<file path="src/rtl/isp_control_if.sv">
// Pixel-path bundle between the camera/host side and the ISP sequencer.
// Latency: none (wires only).
// Backpressure: read_data from the host freezes pixel acceptance.
interface isp_control_if #(
    parameter int ADDR_W = 32
);
    logic              new_frame;
    logic              data_valid;
    logic              read_data;
    logic [ADDR_W-1:0] frame_buffer_base_adr;
    logic [ADDR_W-1:0] write_address;
    logic              write_enable;
    logic              wb_enable;
    logic              cc_enable;

    modport master (
        output new_frame, data_valid, read_data, frame_buffer_base_adr,
        input  write_address, write_enable, wb_enable, cc_enable
    );

    modport slave (
        input  new_frame, data_valid, read_data, frame_buffer_base_adr,
        output write_address, write_enable, wb_enable, cc_enable
    );
endinterface

</file>
<file path="src/rtl/isp_control.sv">
// ISP pixel-path sequencer: wb/cc stage enables and frame-buffer write strobes/addresses.
// Latency: accept -> wb_enable 1 cycle, cc_enable 2 cycles, write_enable 3 cycles.
// Backpressure: read_data stalls acceptance only; in-flight pixels still complete.
module isp_control #(
    parameter int FRAME_PIXELS = 307200,
    parameter int ADDR_STEP    = 4,
    parameter int ADDR_W       = 32
) (
    input  logic          clk,
    input  logic          reset,
    isp_control_if.slave  bus
);
    localparam int CNT_W = $clog2(FRAME_PIXELS + 1);

    typedef enum logic [1:0] {
        IDLE,
        CAPTURE,
        DRAIN
    } state_t;

    state_t            state;
    state_t            state_nxt;
    logic [CNT_W-1:0]  pix_cnt;
    logic [ADDR_W-1:0] next_adr;
    logic [ADDR_W-1:0] s1_adr;
    logic [ADDR_W-1:0] s2_adr;
    logic [ADDR_W-1:0] wr_adr;
    logic              s1_vld;
    logic              s2_vld;
    logic              s3_vld;
    logic              frame_start;
    logic              pix_accept;
    logic              last_pix;

    // A frame start wins over a same-cycle pixel, which is dropped.
    assign frame_start = bus.new_frame && !bus.read_data;
    assign pix_accept  = (state == CAPTURE) && bus.data_valid && !bus.read_data && !bus.new_frame;
    assign last_pix    = (pix_cnt == CNT_W'(FRAME_PIXELS - 1));

    always_comb begin
        state_nxt = state;
        if (frame_start) begin
            state_nxt = CAPTURE;
        end else begin
            case (state)
                CAPTURE: if (pix_accept && last_pix) state_nxt = DRAIN;
                // s3 drains on this same edge, so only s1/s2 need to be empty.
                DRAIN:   if (!s1_vld && !s2_vld) state_nxt = IDLE;
                default: state_nxt = state;
            endcase
        end
    end

    always_ff @(posedge clk or negedge reset) begin
        if (!reset) begin
            state    <= IDLE;
            pix_cnt  <= '0;
            next_adr <= '0;
            s1_adr   <= '0;
            s2_adr   <= '0;
            wr_adr   <= '0;
            s1_vld   <= 1'b0;
            s2_vld   <= 1'b0;
            s3_vld   <= 1'b0;
        end else begin
            state  <= state_nxt;
            s1_vld <= pix_accept;
            s2_vld <= s1_vld && !frame_start;
            s3_vld <= s2_vld && !frame_start;
            if (pix_accept) begin
                s1_adr <= next_adr;
            end
            s2_adr <= s1_adr;
            // Address only moves with a live write so it holds between strobes.
            if (s2_vld && !frame_start) begin
                wr_adr <= s2_adr;
            end
            if (frame_start) begin
                pix_cnt  <= '0;
                next_adr <= bus.frame_buffer_base_adr;
            end else if (pix_accept) begin
                pix_cnt  <= pix_cnt + 1'b1;
                next_adr <= next_adr + ADDR_W'(ADDR_STEP);
            end
        end
    end

    assign bus.wb_enable     = s1_vld;
    assign bus.cc_enable     = s2_vld;
    assign bus.write_enable  = s3_vld;
    assign bus.write_address = wr_adr;
endmodule

</file>
<file path="src/flat_wrapper.sv">
// flat-port wrapper written by rule: the top's interface ports become plain ports
module isp_control_flat 
#(
    parameter int FRAME_PIXELS = 307200,
    parameter int ADDR_STEP    = 4,
    parameter int ADDR_W       = 32
)
  (clk, reset, bus_new_frame, bus_data_valid, bus_read_data, bus_frame_buffer_base_adr, bus_write_address, bus_write_enable, bus_wb_enable, bus_cc_enable);
  isp_control_if #(.ADDR_W(ADDR_W)) bus_i ();
  input  logic clk;
  input  logic reset;
  input wire logic [$bits(bus_i.new_frame)-1:0] bus_new_frame;
  input wire logic [$bits(bus_i.data_valid)-1:0] bus_data_valid;
  input wire logic [$bits(bus_i.read_data)-1:0] bus_read_data;
  input wire logic [$bits(bus_i.frame_buffer_base_adr)-1:0] bus_frame_buffer_base_adr;
  output wire logic [$bits(bus_i.write_address)-1:0] bus_write_address;
  output wire logic [$bits(bus_i.write_enable)-1:0] bus_write_enable;
  output wire logic [$bits(bus_i.wb_enable)-1:0] bus_wb_enable;
  output wire logic [$bits(bus_i.cc_enable)-1:0] bus_cc_enable;
  assign bus_i.new_frame = bus_new_frame;
  assign bus_i.data_valid = bus_data_valid;
  assign bus_i.read_data = bus_read_data;
  assign bus_i.frame_buffer_base_adr = bus_frame_buffer_base_adr;
  assign bus_write_address = bus_i.write_address;
  assign bus_write_enable = bus_i.write_enable;
  assign bus_wb_enable = bus_i.wb_enable;
  assign bus_cc_enable = bus_i.cc_enable;
  isp_control #(.FRAME_PIXELS(FRAME_PIXELS), .ADDR_STEP(ADDR_STEP), .ADDR_W(ADDR_W)) u_core (.clk(clk), .reset(reset), .bus(bus_i));
endmodule
</file>
<file path="config.mk">
export PLATFORM = sky130hd
export DESIGN_NAME = isp_control_flat
export DESIGN_NICKNAME = d
export VERILOG_FILES = /design/src/rtl/isp_control_if.sv /design/src/rtl/isp_control.sv /design/src/flat_wrapper.sv
export SDC_FILE = /design/constraint.sdc
export NUM_CORES = 1
export LEC_CHECK = 0
export ABC_CLOCK_PERIOD_IN_PS = 2790
export CORE_ASPECT_RATIO = 1.1
export CORE_MARGIN = 4
export CORE_UTILIZATION = 35
export CTS_CLUSTER_SIZE = 30
export DETAILED_ROUTE_END_ITERATION = 12
export MAX_ROUTING_LAYER = met4
export PLACE_DENSITY_LB_ADDON = 0.3
export SLEW_MARGIN = 20
export SYNTH_ARGS = -nofsm -noshare
export SYNTH_HDL_FRONTEND = slang
export SYNTH_SLANG_ARGS = --single-unit
</file>
<file path="constraint.sdc">
create_clock -name clk -period 2.79 [get_ports clk]
set_clock_uncertainty 0.15 [all_clocks]
set_input_delay 0.558 -clock clk [delete_from_list [all_inputs] [get_ports clk]]
set_output_delay 0.558 -clock clk [all_outputs]
set_load 0.05 [all_outputs]
</file>
Word-level counts from Yosys, hierarchy flattened
Index checks and enable logic that the tools add are counted.
{"block": "totals", "ff_bits": 152, "output_inout_bits": 35, "wordCells": 40}
{"block": "classes", "n_addsub": 2, "eq_ne": 5, "muxes": 8, "n_reduce_logical": 16}
{"operator": "32-bit 2-to-1 mux", "n": 2}
{"operator": "19-bit 2-to-1 mux", "n": 2}
{"operator": "32-bit by 3-bit adder with 32-bit output, second input constant", "n": 1}
{"operator": "19-bit by 1-bit adder with 19-bit output, second input constant", "n": 1}
{"operator": "19-bit equality test, second input constant", "n": 1}
{"operator": "1-bit logical AND", "n": 8}
{"operator": "2-bit 2-to-1 mux", "n": 3}
{"operator": "1-bit logical NOT", "n": 5}
{"operator": "2-bit case mux with 2 select lines", "n": 1}
{"operator": "3-bit by 1-bit inequality test with 1-bit output, second input constant", "n": 1}
{"operator": "3-bit by 2-bit inequality test with 1-bit output, second input constant", "n": 1}
{"operator": "3-bit AND reduction", "n": 1}
{"operator": "3-bit nonzero test", "n": 1}
{"operator": "2-bit by 1-bit equality test with 1-bit output, second input constant", "n": 1}
{"operator": "2-bit equality test, second input constant", "n": 1}
{"operator": "2-bit nonzero test", "n": 1}

Logic depth before layout (Yosys ltp)
{"block": "logic_depth", "ltp_word": 8, "mapped_depth": 9, "mapped_depth_nobuf": 6}

Worst setup path after synthesis
Ideal clock, no wire load.
{"block": "synth_timing", "path_kind": "in2reg", "startpoint": "input bus_read_data", "endpoint": "register u_core.state[0]", "setup_time_ns": 0.118, "arrival_time_ns": 1.847, "slack_ns": 0.675, "path_stages": 8, "path_buffers": 2, "path_cell_list": "nand4bb_1 -> or2_1 -> clkbuf_1 -> inv_1 -> buf_4 -> and3_1 -> nand4_1 -> a21o_1"}
{"block": "synth_via", "elab_chain_cells": 6, "elab_cells_between_ends": 10}
{"element": "start, declared", "line": "flat_wrapper.sv:14", "rtl": "input wire logic [$bits(bus_i.read_data)-1:0] bus_read_data;"}
{"element": "1-bit logical NOT (*)", "line": "isp_control.sv:36, isp_control.sv:37"}
{"element": "1-bit logical AND (2 in a row)", "line": "isp_control.sv:37", "rtl": "assign pix_accept = (state == CAPTURE) && bus.data_valid && !bus.read_data && !bus.new_frame;"}
{"element": "1-bit logical AND", "line": "isp_control.sv:46", "rtl": "CAPTURE: if (pix_accept && last_pix) state_nxt = DRAIN;"}
{"element": "3-bit by 2-bit inequality test with 1-bit output (no source line)"}
{"element": "3-bit AND reduction (no source line)"}
{"element": "end signal, assigned", "line": "isp_control.sv:66", "rtl": "state <= state_nxt;"}
{"element": "end, declared", "line": "isp_control.sv:21", "rtl": "state_t state;"}
Mark *: on every way between the ends. The rest lies on a longest branch, timed or not.
A chain may end at the register's enable or synchronous reset.

Final worst setup path
{"block": "layout_timing", "startpoint": "input bus_read_data", "endpoint": "register u_core.next_adr[23]"}
{"block": "layout_via", "elab_chain_cells": 4, "elab_cells_between_ends": 6}
{"element": "1-bit logical NOT (*)", "line": "isp_control.sv:36, isp_control.sv:37"}
{"element": "1-bit logical AND (2 in a row)", "line": "isp_control.sv:37"}
{"element": "2-bit nonzero test (no source line)"}
{"element": "end signal, assigned", "line": "isp_control.sv:80", "rtl": "next_adr <= bus.frame_buffer_base_adr;"}
{"element": "end signal, assigned", "line": "isp_control.sv:83", "rtl": "next_adr <= next_adr + ADDR_W'(ADDR_STEP);"}
{"element": "end, declared", "line": "isp_control.sv:24", "rtl": "logic [ADDR_W-1:0] next_adr;"}
Marks and branches as above.

==> run_results.csv <==
group,metric,value,unit
power,comb_power_share,22.8,%
sta,rsz0062_at_grt,"no",
floorplanning,ioPinCount,72,
route,first_pass_iters,4,
synthesis,synth_cell_types,42,
clock_network,clk_root_buffer_cell,"sky130_fd_sc_hd__clkbuf_16",
synthesis,avg_synthesized_cell_area,10.93,sq um
route,detailed_router_s_first_iteration_violation_count,281,
floorplanning,start_util,35.78,%
global_routing,grt_overall_usage,14.39,%
power,power.leakage,3.517,nW
worst_setup_path,worst-endpoint-arrival,2.47,ns
floorplanning,die-height,146.8,um
layout,instances_no_fill,885,
clock_network,cts_tree,"done",
layout,mostFrequentLayoutCells,"152 x sky130_fd_sc_hd__dfrtp_1, 134 x sky130_fd_sc_hd__nand2_1, 70 x sky130_fd_sc_hd__clkdlybuf4s50_1, 38 x sky130_fd_sc_hd__nand3_1, 36 x sky130_fd_sc_hd__o21ai_0",
status,failed_checks,"negative hold slack",
global_routing,vias_in_the_first_global_route,4506,
power,power_density,855.7,nW/um^2
power,irDropWorstVdd,428.6,uV
clock_network,cts_resized,0,
synthesis,post_synthesis_sequential_element_count,152,
run,max_cap_viol_count,0,
sta,report.final.hold_viol_count,21,
clock_network,htreeDepth,4,
sta,setup_viol,0,
sta,finalMaxSlewViolations,0,
floorplanning,die-area,19710,sq um
floorplanning,fp.coreArea,17140,sq um
power,swShare,32.29,%
power,p_switching,2.140,mW
clock_network,post-cts-setup-buffers,0,
synthesis,postSynth.topFlopCell,"sky130_fd_sc_hd__dfrtp_1",
worst_setup_path,timing.critical_path.fanout_max,21,
clock_network,cts_hold_buffers,0,
synthesis,number_of_enable_type_register_cells_in_the_synthesized_netlist,0,
floorplanning,die_width,134.2,um
layout,final_net_count,677,
global_routing,grt_antenna_before_repair,0,
sta,timing.fmax,0.4217,GHz
synthesis,synthesis.yosys.warnings,0,
route,drc,0,
placed_design,hpwlAfterDp,9222,um
clock_network,cts_buffer_depth,2,
route,drt-total-wl,13330,um
sta,layout_min_cycle_time,2.372,ns
clock_network,numCtsBuffers,17,
sta,period_share,85.00,%
status,outcome,"finished, violations left",
worst_setup_path,critical_path_class,"primary input to flip-flop",
sta,final.hold.worst_slack,-0.01208,ns
power,seq_power_share,43.6,%
route,avgRoutedWirePerCell,15.06,um
layout,layout_commonest_cell,"sky130_fd_sc_hd__dfrtp_1",
route,ant_nets,0,
worst_setup_path,worst-endpoint-required,2.89,ns
layout,antenna_cells,0,
sta,tns,0,ns
floorplanning,placementRows,50,
worst_setup_path,worstSetupStartpointType,"primary input",
power,clockPowerShare,33.6,%
clock_network,clkLatencyLatePin,0.41,ns
clock_network,clkSlewWorstSetupHoldPaths,0.06,ns
global_routing,globalRoute.totalOverflow,0,
route,vias_post_dr,4383,
synthesis,seq_area_frac_synth,62.02,%
layout,fillers,1647,
route,route.detailed.vias_per_inst,4.953,
hold_path,worstHoldPathType,"primary input to async pin",
placed_design,gp_routability_congestion,0.8066,
global_routing,grt_max_degree,68,
worst_setup_path,crit_path_end_kind,"flip-flop",
synthesis,syn-num-nets,600,
synthesis,post_synth_inst_count,561,
sta,worstMarginPinSlew,0.6859,ns
clock_network,cts_num_sinks,152,
layout,syn_to_final_growth,26.28,%
placed_design,io_buffer_count,71,
power,cellInternalPower,4.487,mW
placed_design,placed_cells_incl_taps,853,
synthesis,synth.cell_area,6133,sq um
synthesis,synth_async_sr_flop_share,100.0,%
layout,fraction_of_final_layout_cells_sized_beyond_drive_strength_1,13.98,%
sta,max_slew_margin,54.22,%
global_routing,first_pass_grt_wire_length,22050,um
## critical path, stage by stage
cell and delay (ns):
sky130_fd_sc_hd__clkdlybuf4s50_1 0.41, sky130_fd_sc_hd__nand4bb_1 0.24, sky130_fd_sc_hd__or2_2 0.34, sky130_fd_sc_hd__inv_1 0.11, sky130_fd_sc_hd__buf_4 0.27, sky130_fd_sc_hd__nand3_2 0.13, sky130_fd_sc_hd__o211ai_1 0.22, sky130_fd_sc_hd__o311ai_0 0.19
## through the flow
stage | util [%] | power, mW | hold WS (ns) | setup slack (ns) | cell area (sq um)
6_report | 45.18 | 6.627 | -0.01208 | 0.4184 | 7745
5_1_grt | 45.18 | 6.946 | 0.02912 | 0.3234 | 7745
4_1_cts | 45.17 | 6.701 | 0.002371 | 0.3348 | 7742
3_5_place_dp | 41.79 | 4.467 | 0.2136 | -0.07371 | 7163
3_3_place_gp | 41.79 | 4.419 | 0.2113 | -0.008469 | 7163
2_1_floorplan | - | 3.858 | 0.1124 | 0.6748 | 6133
## cell usage after synthesis (5+ instances only)
library cell                 n  area share, %
sky130_fd_sc_hd__a21oi_1     7           0.57
sky130_fd_sc_hd__buf_2       5           0.41
sky130_fd_sc_hd__mux2_2     33            6.1
sky130_fd_sc_hd__nor3_1      7           0.57
sky130_fd_sc_hd__nand2_1   134            8.2
sky130_fd_sc_hd__and3_1      9           0.92
sky130_fd_sc_hd__nand3_1    38            3.1
sky130_fd_sc_hd__o211ai_1   14            1.7
sky130_fd_sc_hd__o21ai_0    36            2.9
sky130_fd_sc_hd__nand4_1    17            1.7
sky130_fd_sc_hd__inv_1      10           0.61
sky130_fd_sc_hd__xor2_1      7            1.0
sky130_fd_sc_hd__nor2_1     15           0.92
sky130_fd_sc_hd__xnor2_1     6           0.86
sky130_fd_sc_hd__dfrtp_1   152             62
sky130_fd_sc_hd__a31oi_1     5           0.51
sky130_fd_sc_hd__o31ai_1     6           0.73
sky130_fd_sc_hd__clkbuf_1   19            1.2
## power by group through the flow
stage	clock, mW	sequential [mW]	combinational (mW)
floorplan	0	3.47	0.390
global placement	0	2.92	1.50
detailed placement	0	2.94	1.53
CTS	2.27	2.90	1.53
global route	2.39	2.95	1.61
finish	2.22	2.89	1.51
## cell type report
cell class / instances / area (sq um) / share of cell area [%]
clock inverter: 14 / 140.1 / 1.809
timing repair buffer: 88 / 864.6 / 11.16
clock buffer: 18 / 439.2 / 5.670
tap: 234 / 292.8 / 3.780
sequential: 152 / 3804 / 49.11
multi-input combinational: 369 / 2167 / 27.98
inverter: 10 / 37.54 / 0.4847
## flip-flops by register name, indices dropped and copies added, names as in the netlist
signal,cells
u_core.bus.write_enable,1
u_core.bus.wb_enable,1
u_core.s2_adr,32
u_core.pix_cnt,19
u_core.s1_adr,32
u_core.state,2
u_core.next_adr,32
u_core.bus.write_address,32
u_core.bus.cc_enable,1
## worst paths after layout
check | start | cells past startpoint | slack [ns] | to
setup / recovery | bus_read_data | 8 | 0.42 | u_core.next_adr[23]$_DFFE_PN0P_
hold / removal | reset | 1 | -0.01 | u_core.bus.write_address[3]$_DFFE_PN0P_
setup reg to reg | u_core.next_adr[2]$_DFFE_PN0P_ | 6 | 0.58 | u_core.next_adr[28]$_DFFE_PN0P_
hold reg to reg | u_core.s1_adr[30]$_DFFE_PN0P_ | 0 | 0.22 | u_core.s2_adr[30]$_DFF_PN0_
max in group asynchronous | reset | 2 | 1.76 | u_core.s1_adr[27]$_DFFE_PN0P_
min in group clk | u_core.s1_adr[30]$_DFFE_PN0P_ | 0 | 0.22 | u_core.s2_adr[30]$_DFF_PN0_
## routing by layer
metal	up-vias	GRT usage [%]	part of all wire, %
met5	-	-	0
met3	21	3.527	3.8
met2	104	23.31	51
met1	2163	17.41	43
li1	2095	-	-
met4	0	5.601	2.2
## cell families after synthesis
family / count (synthesis) / share of synthesized area, %
mux: 36 / 6.548
compound gates: 77 / 7.691
xor+xnor: 13 / 1.856
simple gates: 241 / 18.75
buf+inv: 40 / 2.734
fa+ha+maj: 2 / 0.4079
flops: 152 / 62.02
(Power assumes the default switching activity.)
